[src/rtl/cache_mem_arb.sv]
// cache_mem_arb: round-robin burst arbiter sharing one Avalon-MM master port
// between the instruction-cache (s0) and data-cache (s1) bus masters.
// A grant is held for a whole burst, including every read-data beat, so at
// most one transaction is outstanding on m0 at any time.
module cache_mem_arb #(
    parameter int BURST_COUNT_WIDTH = 8
) (
    input  logic                         clk,
    input  logic                         rest,

    input  logic [31:0]                  s0_address,
    input  logic [3:0]                   s0_byteEnable,
    input  logic                         s0_read,
    input  logic                         s0_write,
    input  logic [31:0]                  s0_writeData,
    input  logic                         s0_beginBurstTransfer,
    input  logic [BURST_COUNT_WIDTH-1:0] s0_burstCount,
    output logic                         s0_waitRequest,
    output logic [31:0]                  s0_readData,
    output logic                         s0_readDataValid,

    input  logic [31:0]                  s1_address,
    input  logic [3:0]                   s1_byteEnable,
    input  logic                         s1_read,
    input  logic                         s1_write,
    input  logic [31:0]                  s1_writeData,
    input  logic                         s1_beginBurstTransfer,
    input  logic [BURST_COUNT_WIDTH-1:0] s1_burstCount,
    output logic                         s1_waitRequest,
    output logic [31:0]                  s1_readData,
    output logic                         s1_readDataValid,

    output logic [31:0]                  m0_address,
    output logic [3:0]                   m0_byteEnable,
    output logic                         m0_read,
    output logic                         m0_write,
    output logic [31:0]                  m0_writeData,
    output logic                         m0_beginBurstTransfer,
    output logic [BURST_COUNT_WIDTH-1:0] m0_burstCount,
    input  logic                         m0_waitRequest,
    input  logic [31:0]                  m0_readData,
    input  logic                         m0_readDataValid
);

    typedef enum logic [1:0] {
        IDLE    = 2'd0,
        RD_CMD  = 2'd1,
        RD_DATA = 2'd2,
        WR      = 2'd3
    } state_t;

    state_t                       r_state;
    state_t                       w_state_nxt;
    logic                         r_owner;
    logic                         r_last_owner;
    logic                         r_first;
    logic [BURST_COUNT_WIDTH-1:0] r_beats;
    logic [BURST_COUNT_WIDTH-1:0] r_count;

    logic                         w_req0;
    logic                         w_req1;
    logic                         w_req_any;
    logic                         w_grant;
    logic                         w_grant_read;
    logic [BURST_COUNT_WIDTH-1:0] w_grant_bc;
    logic [BURST_COUNT_WIDTH-1:0] w_grant_beats;

    logic [31:0]                  w_o_address;
    logic [3:0]                   w_o_byteEnable;
    logic                         w_o_write;
    logic [31:0]                  w_o_writeData;

    logic                         w_beat;
    logic [BURST_COUNT_WIDTH-1:0] w_count_nxt;
    logic                         w_done;
    logic                         w_owner_wait;
    logic                         w_owner_rdv;

    // The arbiter builds its own burst-start pulse, so the masters' pulses are unused.
    logic w_unused;
    assign w_unused = s0_beginBurstTransfer ^ s1_beginBurstTransfer;

    // Read data is broadcast; only the valid strobe is steered to the owner.
    assign s0_readData = m0_readData;
    assign s1_readData = m0_readData;

    // Request decode and round-robin grant selection.
    always_comb begin
        w_req0    = s0_read | s0_write;
        w_req1    = s1_read | s1_write;
        w_req_any = w_req0 | w_req1;
        if (w_req0 && w_req1) begin
            w_grant = ~r_last_owner;
        end else begin
            w_grant = w_req1;
        end
        w_grant_read  = w_grant ? s1_read : s0_read;
        w_grant_bc    = w_grant ? s1_burstCount : s0_burstCount;
        w_grant_beats = (w_grant_bc == '0) ? BURST_COUNT_WIDTH'(1) : w_grant_bc;
    end

    // Owner command mux and beat counting.
    always_comb begin
        w_o_address    = r_owner ? s1_address    : s0_address;
        w_o_byteEnable = r_owner ? s1_byteEnable : s0_byteEnable;
        w_o_write      = r_owner ? s1_write      : s0_write;
        w_o_writeData  = r_owner ? s1_writeData  : s0_writeData;

        w_beat = 1'b0;
        if ((r_state == RD_CMD) || (r_state == RD_DATA)) begin
            w_beat = m0_readDataValid;
        end else if (r_state == WR) begin
            w_beat = w_o_write & ~m0_waitRequest;
        end
        w_count_nxt = w_beat ? (r_count + BURST_COUNT_WIDTH'(1)) : r_count;
        w_done      = (w_count_nxt == r_beats);
    end

    // State register.
    always_ff @(posedge clk) begin
        if (rest) begin
            r_state <= IDLE;
        end else begin
            r_state <= w_state_nxt;
        end
    end

    // Grant bookkeeping: owner, fairness pointer, burst length and beat counter.
    always_ff @(posedge clk) begin
        if (rest) begin
            r_owner      <= 1'b0;
            r_last_owner <= 1'b1;
            r_first      <= 1'b0;
            r_beats      <= '0;
            r_count      <= '0;
        end else begin
            r_first <= (r_state == IDLE) && w_req_any;
            if ((r_state == IDLE) && w_req_any) begin
                r_owner      <= w_grant;
                r_last_owner <= w_grant;
                r_beats      <= w_grant_beats;
                r_count      <= '0;
            end else begin
                r_count <= w_count_nxt;
            end
        end
    end

    // Next-state and output decode; outside a burst nothing is driven on m0.
    always_comb begin
        w_state_nxt           = r_state;
        m0_address            = '0;
        m0_byteEnable         = '0;
        m0_read               = 1'b0;
        m0_write              = 1'b0;
        m0_writeData          = '0;
        m0_beginBurstTransfer = 1'b0;
        m0_burstCount         = '0;
        w_owner_wait          = 1'b1;
        w_owner_rdv           = 1'b0;

        case (r_state)
            IDLE: begin
                if (w_req_any) begin
                    w_state_nxt = w_grant_read ? RD_CMD : WR;
                end
            end
            RD_CMD: begin
                m0_read               = 1'b1;
                m0_address            = w_o_address;
                m0_byteEnable         = w_o_byteEnable;
                m0_burstCount         = r_beats;
                m0_beginBurstTransfer = r_first;
                w_owner_wait          = m0_waitRequest;
                w_owner_rdv           = m0_readDataValid;
                if (!m0_waitRequest) begin
                    w_state_nxt = w_done ? IDLE : RD_DATA;
                end
            end
            RD_DATA: begin
                w_owner_rdv = m0_readDataValid;
                if (w_done) begin
                    w_state_nxt = IDLE;
                end
            end
            WR: begin
                m0_write              = w_o_write;
                m0_address            = w_o_address;
                m0_byteEnable         = w_o_byteEnable;
                m0_writeData          = w_o_writeData;
                m0_burstCount         = r_beats;
                m0_beginBurstTransfer = r_first;
                w_owner_wait          = m0_waitRequest;
                if (w_done) begin
                    w_state_nxt = IDLE;
                end
            end
            default: begin
                w_state_nxt = IDLE;
            end
        endcase

        s0_waitRequest   = 1'b1;
        s1_waitRequest   = 1'b1;
        s0_readDataValid = 1'b0;
        s1_readDataValid = 1'b0;
        if (r_state != IDLE) begin
            if (r_owner) begin
                s1_waitRequest   = w_owner_wait;
                s1_readDataValid = w_owner_rdv;
            end else begin
                s0_waitRequest   = w_owner_wait;
                s0_readDataValid = w_owner_rdv;
            end
        end
    end

endmodule

[config.mk]
export PLATFORM = sky130hd
export DESIGN_NAME = cache_mem_arb
export DESIGN_NICKNAME = d
export VERILOG_FILES = /design/src/rtl/cache_mem_arb.sv
export SDC_FILE = /design/constraint.sdc
export NUM_CORES = 1
export LEC_CHECK = 0
export ABC_AREA = 0
export BUFFER_PORTS_ARGS = -buffer_cell sky130_fd_sc_hd__buf_2
export CORE_AREA = 4 4 132 134
export DETAILED_ROUTE_END_ITERATION = 8
export DIE_AREA = 0 0 136 138
export PLACE_DENSITY_LB_ADDON = 0.3
export REMOVE_ABC_BUFFERS = 1
export SLEW_MARGIN = 0
export SYNTH_ARGS = -nofsm -noshare
export SYNTH_HDL_FRONTEND = slang
export SYNTH_SLANG_ARGS = --single-unit
[constraint.sdc]
create_clock -name clk -period 6.26 [get_ports clk]
set_clock_uncertainty 0.1 [all_clocks]
set_input_delay 1.565 -clock clk [delete_from_list [all_inputs] [get_ports clk]]
set_output_delay 1.565 -clock clk [all_outputs]
set_load 0.02 [all_outputs]
==> flow_metrics.py, run 1 <==
metrics = {
    "synth": {
        "syn_inst": 418,
        "ys_top_cells_by_area": "mux2i_1 (23%), buf_4 (17%), dfxtp_1 (14%), nor2_1 (12%), nand2_1 (4.1%)",
        "synth.top_cell.area_share_pct": 23.1,
        "synth-edff-count": 0,
        "syn_area_um2": 2990,
        "async_flop_share_pct": 0,
        "synth_ff_type": "dfxtp_1",
        "yosysSeqAreaShare_pct": 14.1,
        "syn_area_per_cell_um2": 7.14,
        "synth_top_area_cell": "mux2i_1",
        "ys_seq_elements": 21,
        "post_synth_num_cell_types": 47,
        "synth_warnings": 0,
    },
    "placement": {
        "port_buffers": 242,
        "placed_area_um2": 3930,
        "place_ws_ns": 2.14,
        "gp_congestion": 0.796,
        "dp_hpwl_um": 16900,
        "place_inst": 797,
    },
    "clock_network": {
        "clk_path_buf_depth": 2,
        "cts_buffers": 3,
        "cts.sinks": 21,
        "cts_resized": 0,
        "cts_setup_buffers": 0,
        "path_clk_slew_ns": 0.06,
        "h-tree-depth": 1,
        "cts_tree": "yes",
        "ctsRootBufferMaster": "clkbuf_16",
        "insertion_delay_ns": 0.26,
        "cts_hold_buf": 0,
    },
    "cells_and_area": {
        "fillerInstances": 1871,
        "fin_cells": 803,
        "drive_gt1_share_pct": 45.1,
        "syn2layout_area_growth_pct": 34.5,
        "final_cell_area_um2": 4020,
        "nets": 781,
        "multiInputGateArea_um2": 1970,
        "regArea_um2": 424,
    },
    "hold_path": {
        "holdPathStages": 2,
        "min_path_type": "reg -> reg",
    },
    "detailed_routing": {
        "drtIter0Drc": 105,
        "vias": 3573,
        "drtAntennaViolNets": 0,
        "viasPerCell": 4.45,
        "firstDrtPassIters": 4,
        "route.detailed.drc": 0,
        "wl_per_cell_um": 23.7,
        "wl_um": 19000,
    },
    "critical_path": {
        "cp_slowest_cell": "or4_1",
        "path_cells": "buf_2, or4_1, buf_2",
        "path_common_cell": "buf_2",
        "worst-path-stages": 3,
        "r2r_end": "r_state[1]$_SDFFE_PP0P_",
        "crit_fanout": 5,
        "reg2reg_slack_ns": 3.22,
        "crit_required_ns": 4.60,
        "startpoint_type": "input pin",
        "r2r-start": "r_state[1]$_SDFFE_PP0P_",
        "cp-end-kind": "output pin",
        "cp_top_family": "simple AND/OR/NAND/NOR gates",
        "reg2reg_depth": 10,
        "crit_arrival_ns": 2.45,
        "cpPeakStageDelay_ns": 0.53,
        "crit_buf_inv": 2,
        "crit_start": "m0_waitRequest",
        "crit_end": "s0_waitRequest",
        "worst-setup-path-type": "in -> out",
    },
    "floorplan": {
        "ios": 341,
        "core_area_um2": 16300,
        "die_w_um": 136,
        "fp.dieH_um": 138,
        "initial_core_util_pct": 18.3,
        "die_area_um2": 18800,
        "rows": 47,
    },
    "sta": {
        "fmax_mhz": 243,
        "tightest_slew_ns": 0.931,
        "period_share_pct": 65.7,
        "slew_viol_final": 0,
        "finalWorstSetupSlack_ns": 2.15,
        "hold_viol": 0,
        "period_minus_slack_ns": 4.11,
        "finalSetupViolCount": 0,
        "rsz0062_at_grt": "no",
        "hold_slack_ns": 0.408,
        "slew_headroom_pct": 37.8,
        "tns_ns": 0,
    },
    "grt": {
        "antenna_found_initial": 22,
        "grtUsageMet1_pct": 16.4,
        "grt_max_degree": 42,
        "grt_use_met3_pct": 9.67,
        "grt.busiest_layer": "met2",
        "grt_pass1_vias": 3351,
        "grt_use_total_pct": 18.6,
        "grt_pass1_wl_um": 24400,
        "grt-ovfl-total": 0,
        "grtUsageMet2_pct": 35.4,
    },
    "flow_run": {
        "drv_cap": 0,
    },
    "pwr": {
        "leakagePower_nw": 1.92,
        "powerDensity_nw_per_um2": 290,
        "peakVddDrop_mv": 0.121,
    },
    "outcome": {
        "status": "complete, no violations",
    },
}
final cells by class:
type,instances,area share (%)
Clock buffer,3,1.87
Inverter,8,0.748
Antenna cell,2,0.125
Multi-Input combinational cell,303,48.9
Timing Repair Buffer,245,30.7
Clock inverter,1,0.187
Tap cell,220,6.85
Sequential cell,21,10.6
sequential cells by signal (all words and copies together), names as in the netlist:
signal	cells
r_beats	8
r_count	8
r_state	2
r_first	1
r_last_owner	1
r_owner	1
cell usage after synthesis (2+ instances only):
cell type / n
mux2i_1: 69
nor3_1: 7
xor2_1: 4
dfxtp_1: 21
nand3_1: 2
xnor2_1: 10
and3_1: 3
or4_1: 3
buf_1: 9
nor2b_1: 9
a311oi_1: 8
o21ai_0: 9
a21oi_1: 11
ha_1: 5
inv_1: 7
nand4_1: 3
nand2b_1: 3
nand2_1: 33
a31oi_1: 2
clkbuf_1: 8
a41oi_1: 2
buf_2: 2
nor4_1: 4
nor2_1: 95
buf_4: 67
how the worst min path moves through the flow:
stage | start | to | slack, ns
6_report | r_beats[0]$_SDFFE_PP0P_ | r_beats[0]$_SDFFE_PP0P_ | 0.41
5_1_grt | r_beats[0]$_SDFFE_PP0P_ | r_beats[0]$_SDFFE_PP0P_ | 0.44
4_1_cts | r_beats[0]$_SDFFE_PP0P_ | r_beats[0]$_SDFFE_PP0P_ | 0.42
3_5_place_dp | r_beats[0]$_SDFFE_PP0P_ | r_beats[0]$_SDFFE_PP0P_ | 0.41
3_3_place_gp | r_beats[0]$_SDFFE_PP0P_ | r_beats[0]$_SDFFE_PP0P_ | 0.41
2_1_floorplan | r_beats[0]$_SDFFE_PP0P_ | r_beats[0]$_SDFFE_PP0P_ | 0.35
logic make-up (layout without fill, tap and decap cells):
group           after synthesis  after routing  share of synthesized area, %
compound gates               41             41                          9.51
buf+inv                      94            257                          20.3
other cells                   0              2                             0
simple gates                172            172                          25.8
fa+ha+maj                     5              5                          2.10
xor+xnor                     15             15                          4.65
flops                        21             21                          14.1
mux                          70             70                          23.5
cells in the final DEF, fill, tap and decap left out, drive strengths merged, types with 7 or more instances in the layout:
cell type  count
a311oi         8
dfxtp         21
nor2          95
nor2b          9
nand2         33
buf          245
a21oi         11
xnor2         11
inv            8
o21ai         10
mux2i         69
nor3           7
metrics by stage:
stage / util, % / total power, mW
floorplan: - / 0.767
global placement: 24.1 / 1.03
detailed placement: 24.1 / 1.03
CTS: 24.6 / 1.18
global route: 24.6 / 1.26
finish: 24.7 / 1.16
per-layer routing:
layer | vias up | share of wire, %
met5 | - | 0.41
met4 | 2 | 4.5
met3 | 52 | 14
met2 | 281 | 51
met1 | 1547 | 31
li1 | 1691 | -
worst register-to-register path: cells and delay by family (launching register included):
kind / cells / cell delay, ns
compound gates: 4 / 0.96
simple gates: 3 / 0.72
buf+inv: 2 / 0.50
flops: 1 / 0.39
fa+ha+maj: 1 / 0.27
where the power goes:
group	total, mW	switching (mW)	leakage (nW)	internal, mW
combinational	0.784	0.477	1.71	0.307
clock	0.143	0.0563	0.0371	0.0867
sequential	0.237	0.0700	0.173	0.167
total	1.16	0.603	1.92	0.560
Note: power is estimated with default switching activity, not from simulation.
==> run 2: changes to the inputs <==
--- a/config.mk
+++ b/config.mk
@@ -7,9 +7,9 @@
 export LEC_CHECK = 0
 export ABC_AREA = 0
 export BUFFER_PORTS_ARGS = -buffer_cell sky130_fd_sc_hd__buf_2
-export CORE_AREA = 4 4 132 134
+export CORE_AREA = 4 4 130 132
 export DETAILED_ROUTE_END_ITERATION = 8
-export DIE_AREA = 0 0 136 138
+export DIE_AREA = 0 0 134 136
 export PLACE_DENSITY_LB_ADDON = 0.3
 export REMOVE_ABC_BUFFERS = 1
 export SLEW_MARGIN = 0
==> constraint.sdc (replaced) <==
create_clock -name clk -period 3.5 [get_ports clk]
set_clock_uncertainty 0.1 [all_clocks]
set_input_delay 0.875 -clock clk [delete_from_list [all_inputs] [get_ports clk]]
set_output_delay 0.875 -clock clk [all_outputs]
set_load 0.02 [all_outputs]
==> run 2 against run 1 <==
Clock-buffer cell count did not move. Die area fell by 2.9%. Flip-flop and latch count did not move. Highest routed layer unchanged. Global-route usage rose by 0.50 points. Sequential power rose by 57%.
==> flow_metrics.py, run 2 (synthesized netlist as in run 1, its figures left out) <==
metrics = {
    "grt": {
        "grtUsageMet1_pct": 20.4,
        "grt_pass1_wl_um": 24500,
        "antenna_found_initial": 10,
        "grt_pass1_vias": 3395,
        "grt_use_total_pct": 19.1,
        "grt_use_met3_pct": 18.1,
        "grt-ovfl-total": 0,
        "grtUsageMet2_pct": 27.8,
        "grt.busiest_layer": "met2",
        "grt_max_degree": 73,
    },
    "clock_network": {
        "insertion_delay_ns": 0.27,
        "h-tree-depth": 1,
        "cts.sinks": 21,
        "cts_buffers": 3,
        "cts_setup_buffers": 0,
        "clk_path_buf_depth": 2,
        "cts_resized": 0,
        "cts_tree": "yes",
        "cts_hold_buf": 0,
        "path_clk_slew_ns": 0.07,
        "ctsRootBufferMaster": "clkbuf_16",
    },
    "cells_and_area": {
        "nets": 785,
        "final_cell_mix": "buf_2 (242), nor2_1 (94), mux2i_1 (69)",
        "layout.cells.most_common": "buf_2",
        "syn2layout_area_growth_pct": 36.1,
        "top_regs": "r_beats (8), r_count (8), r_state (2)",
        "drive_gt1_share_pct": 45.5,
    },
    "hold_path": {
        "min_path_type": "reg -> reg",
    },
    "sta": {
        "tns_ns": 0,
        "period_share_pct": 82.7,
        "rsz0062_at_grt": "no",
        "fmax_mhz": 345,
        "period_minus_slack_ns": 2.89,
        "finalSetupViolCount": 0,
        "slew_headroom_pct": 39.1,
        "tightest_slew_ns": 0.911,
        "slew_viol_final": 0,
        "hold_slack_ns": 0.410,
        "hold_viol": 0,
    },
    "detailed_routing": {
        "wl_um": 18600,
        "viasPerCell": 4.47,
        "firstDrtPassIters": 4,
        "route.detailed.drc": 0,
        "drtIter0Drc": 236,
        "vias": 3583,
        "wl_per_cell_um": 23.2,
        "drtAntennaViolNets": 0,
    },
    "placement": {
        "dp_hpwl_um": 16300,
        "port_buffers": 242,
        "gp_congestion": 0.851,
    },
    "critical_path": {
        "crit_required_ns": 2.52,
        "crit_arrival_ns": 1.92,
        "cpPeakStageDelay_ns": 0.41,
        "path_cells": "inv_1, ha_1, nor2_4, buf_4, nor2_1, buf_2",
        "worst-setup-path-type": "reg -> out",
        "startpoint_type": "flip-flop",
        "crit_fanout": 17,
        "crit_buf_inv": 3,
        "cp_slowest_cell": "dfxtp_1",
        "cp-end-kind": "output pin",
        "cp_top_family": "buffers and inverters",
    },
    "outcome": {
        "status": "complete, no violations",
    },
    "floorplan": {
        "die_w_um": 134,
        "die_area_um2": 18200,
        "fp.dieH_um": 136,
        "initial_core_util_pct": 19.0,
        "ios": 341,
        "rows": 46,
        "core_area_um2": 15700,
    },
    "pwr": {
        "peakVddDrop_mv": 0.221,
        "powerDensity_nw_per_um2": 522,
        "leakagePower_nw": 1.95,
    },
    "flow_run": {
        "drv_cap": 0,
    },
}
run 2: changes by cell type in the layout (fill, tap and decap cells not counted):
cell,previous run,this run
buf_12,0,2
diode_2,2,1
buf_4,3,5
run 2: tightest hold or removal path: cells and delay by family, from the launching register on:
| family | cells | cell delay (ns) |
|---|---|---|
| simple gates | 1 | 0.07 |
| flops | 1 | 0.35 |
| compound gates | 1 | 0.05 |
run 2: layout make-up:
| cell class | count | area [µm²] |
|---|---|---|
| Clock inverter | 1 | 7.51 |
| Clock buffer | 3 | 75.1 |
| Timing Repair Buffer | 249 | 1290 |
| Tap cell | 216 | 270 |
| Fill cell | 1804 | 11600 |
| Antenna cell | 1 | 2.50 |
| Multi-Input combinational cell | 303 | 1970 |
| Sequential cell | 21 | 424 |
| Inverter | 8 | 30.0 |
run 2: worst paths after layout:
kind | start | depth (start not counted) | slack, ns | end
worst max-delay path | r_state[1]$_SDFFE_PP0P_ | 6 | 0.61 | m0_address[11]
worst min register to register | r_beats[0]$_SDFFE_PP0P_ | 2 | 0.41 | r_beats[0]$_SDFFE_PP0P_
worst min-delay path | r_beats[0]$_SDFFE_PP0P_ | 2 | 0.41 | r_beats[0]$_SDFFE_PP0P_
worst max register to register | r_count[1]$_SDFF_PP0_ | 9 | 0.62 | r_state[1]$_SDFFE_PP0P_
run 2: per-layer routing:
metal / part of all wire (%) / up-vias / wire length, µm
met5: 1.6 / - / 301
met1: 37 / 1546 / 6800
li1: - / 1696 / -
met2: 40 / 298 / 7480
met3: 21 / 25 / 3920
met4: 0.61 / 18 / 113
run 2: power by group:
group / internal [mW] / switching [mW] / total, mW
Clock: 0.155 / 0.104 / 0.260
Sequential: 0.298 / 0.0746 / 0.372
Combinational: 0.583 / 0.908 / 1.49
Total: 1.04 / 1.09 / 2.12
run 2: metrics by stage:
stage	total power [mW]	util, %	cells	setup slack (ns)	instance area, µm²
floorplan	1.37	-	332	-1.59	2410
global placement	1.89	25.3	797	0.503	3980
CTS	2.15	25.8	801	0.578	4060
detailed placement	1.89	25.3	797	0.496	3980
global route	2.30	25.8	801	0.426	4060
finish	2.12	25.9	802	0.605	4060
==> run 3: changes to the inputs <==
--- a/config.mk
+++ b/config.mk
@@ -5,11 +5,11 @@
 export SDC_FILE = /design/constraint.sdc
 export NUM_CORES = 1
 export LEC_CHECK = 0
-export ABC_AREA = 0
+export ABC_AREA = 1
 export BUFFER_PORTS_ARGS = -buffer_cell sky130_fd_sc_hd__buf_2
-export CORE_AREA = 4 4 130 132
+export CORE_AREA = 4 4 131 133
 export DETAILED_ROUTE_END_ITERATION = 8
-export DIE_AREA = 0 0 134 136
+export DIE_AREA = 0 0 135 137
 export PLACE_DENSITY_LB_ADDON = 0.3
 export REMOVE_ABC_BUFFERS = 1
 export SLEW_MARGIN = 0
==> constraint.sdc (replaced) <==
create_clock -name clk -period 2.95 [get_ports clk]
set_clock_uncertainty 0.1 [all_clocks]
set_input_delay 0.7375 -clock clk [delete_from_list [all_inputs] [get_ports clk]]
set_output_delay 0.7375 -clock clk [all_outputs]
set_load 0.02 [all_outputs]
==> run 3 against run 2 <==
Area after synthesis decreased by 6.9%. First-iteration DRC count decreased by 6.4%. Clock power increased by 11%. Worst hold slack got worse by 0.024 ns. Setup slack got worse by 0.33 ns. Global-route usage increased by 0.87 points. Sequential share of layout area increased by 0.48 points. Critical path depth unchanged. Non-clock buffer count increased by 3. Highest routed layer unchanged.
==> flow_metrics.py, run 3 <==
metrics = {
    "sta": {
        "rsz0062_at_grt": "no",
        "finalWorstSetupSlack_ns": 0.276,
        "slew_viol_final": 0,
        "slew_headroom_pct": 56.0,
        "tightest_slew_ns": 0.658,
        "finalSetupViolCount": 0,
        "fmax_mhz": 374,
        "tns_ns": 0,
        "period_minus_slack_ns": 2.67,
        "period_share_pct": 90.6,
        "hold_viol": 0,
    },
    "synth": {
        "synth_top_area_cell": "nand2_1",
        "ys_seq_elements": 21,
        "async_flop_share_pct": 0,
        "synth_ff_type": "dfxtp_1",
        "ys_top_cells_by_area": "nand2_1 (18%), buf_4 (17%), dfxtp_1 (15%), nor2_1 (13%), o21ai_0 (7.0%)",
        "synth_warnings": 0,
        "syn_inst": 501,
        "yosysSeqAreaShare_pct": 15.1,
        "synth.top_cell.area_share_pct": 18.5,
        "syn_area_per_cell_um2": 5.55,
        "synth-edff-count": 0,
        "yosysMostFrequentCell": "nand2_1",
        "ys_top_cells_by_count": "nand2_1 (137), nor2_1 (94), buf_4 (64)",
        "syn_area_um2": 2780,
        "post_synth_num_cell_types": 26,
    },
    "detailed_routing": {
        "wl_um": 19900,
        "vias": 3836,
        "drtIter0Drc": 221,
        "drtAntennaViolNets": 0,
        "route.detailed.drc": 0,
        "firstDrtPassIters": 4,
        "viasPerCell": 4.33,
        "wl_per_cell_um": 22.4,
    },
    "floorplan": {
        "ios": 341,
        "die_w_um": 135,
        "rows": 46,
        "core_area_um2": 15800,
        "initial_core_util_pct": 17.6,
        "fp.dieH_um": 137,
        "die_area_um2": 18500,
    },
    "pwr": {
        "powerDensity_nw_per_um2": 757,
        "power_mw": 2.92,
        "peakVddDrop_mv": 0.268,
        "leakagePower_nw": 2.21,
    },
    "placement": {
        "place_ws_ns": 0.129,
        "gp_congestion": 0.847,
        "dp_hpwl_um": 17100,
        "place_inst": 876,
        "port_buffers": 242,
    },
    "clock_network": {
        "cts_hold_buf": 0,
        "clk_path_buf_depth": 2,
        "ctsRootBufferMaster": "clkbuf_16",
        "h-tree-depth": 1,
        "cts.sinks": 21,
        "path_clk_slew_ns": 0.06,
        "insertion_delay_ns": 0.25,
        "cts_buffers": 3,
        "cts_tree": "yes",
    },
    "cells_and_area": {
        "fin_cells": 885,
        "drive_gt1_share_pct": 39.8,
        "top_regs": "r_beats (8), r_count (8), r_state (2)",
        "final_cell_mix": "buf_2 (242), nand2_1 (137), nor2_1 (93)",
        "syn2layout_area_growth_pct": 39.0,
        "nets": 868,
        "layout.cells.most_common": "buf_2",
    },
    "grt": {
        "antenna_found_initial": 4,
        "grt_use_total_pct": 20.0,
        "grt_pass1_vias": 3522,
        "grt-ovfl-total": 0,
        "grt_pass1_wl_um": 25700,
        "grt_max_degree": 72,
    },
    "critical_path": {
        "crit_arrival_ns": 1.84,
        "worst-setup-path-type": "reg -> out",
        "startpoint_type": "flip-flop",
        "cp-end-kind": "output pin",
        "crit_fanout": 11,
        "crit_required_ns": 2.11,
    },
    "hold_path": {
        "min_path_type": "reg -> reg",
    },
    "flow_run": {
        "drv_cap": 0,
    },
    "outcome": {
        "status": "complete, no violations",
    },
}
run 3: cell type report:
| cell class | count | area [µm²] |
|---|---|---|
| Tap cell | 216 | 270 |
| Multi-Input combinational cell | 368 | 1700 |
| Antenna cell | 1 | 2.50 |
| Inverter | 23 | 91.3 |
| Fill cell | 1852 | 12000 |
| Sequential cell | 21 | 422 |
| Clock buffer | 4 | 78.8 |
| Timing Repair Buffer | 252 | 1300 |
run 3: repair_timing:
action	in CTS	in global routing
buffers inserted	0	3
gates cloned	1	0
endpoints found under the setup margin	16	16
pin swaps	1	1
resized for setup	0	1
run 3: cells by family (layout without fill, tap and decap cells):
logic type	after synthesis	in the layout	synth area share (%)
flops	21	21	15.1
mux	8	8	2.88
simple gates	266	267	38.8
buf+inv	113	279	24.4
fa+ha+maj	5	5	2.25
xor+xnor	2	2	0.630
compound gates	86	86	15.9
other cells	0	1	0
run 3: critical path, cell delays in order (launching register included):
cell and delay (ns):
dfxtp_1 0.32, inv_1 0.11, ha_1 0.35, nor2_4 0.11, buf_4 0.20, a21oi_1 0.26, buf_2 0.23
run 3: per-stage QoR:
| step | instance area, µm² | hold slack (ns) | util (%) |
|---|---|---|---|
| after floorplan | 2190 | 0.336 | - |
| after global placement | 3750 | 0.360 | 23.7 |
| after detailed placement | 3750 | 0.365 | 23.7 |
| after CTS | 3830 | 0.383 | 24.2 |
| after global routing | 3860 | 0.403 | 24.4 |
| final | 3860 | 0.386 | 24.4 |
run 3: final timing paths:
path                              from                        end  slack (ns)  cells after the start
min          r_last_owner$_SDFFE_PP1P_  r_last_owner$_SDFFE_PP1P_        0.39                      2
max            r_state[1]$_SDFFE_PP0P_             m0_address[13]        0.28                      6
min reg2reg  r_last_owner$_SDFFE_PP1P_  r_last_owner$_SDFFE_PP1P_        0.39                      2
max reg2reg    r_state[0]$_SDFFE_PP0P_    r_state[1]$_SDFFE_PP0P_        0.41                     15
run 3: layer usage:
metal	wire, µm	up-vias	GRT usage (%)
met5	135	-	5.00
met4	598	8	5.32
met3	3000	25	13.2
met2	8660	274	32.2
met1	7470	1660	21.4
li1	-	1869	-
run 3: where the power goes:
part	internal, mW	switching, mW	total (mW)
registers	0.369	0.0567	0.425
clock network	0.184	0.105	0.289
logic	0.704	1.51	2.21
total	1.26	1.67	2.92
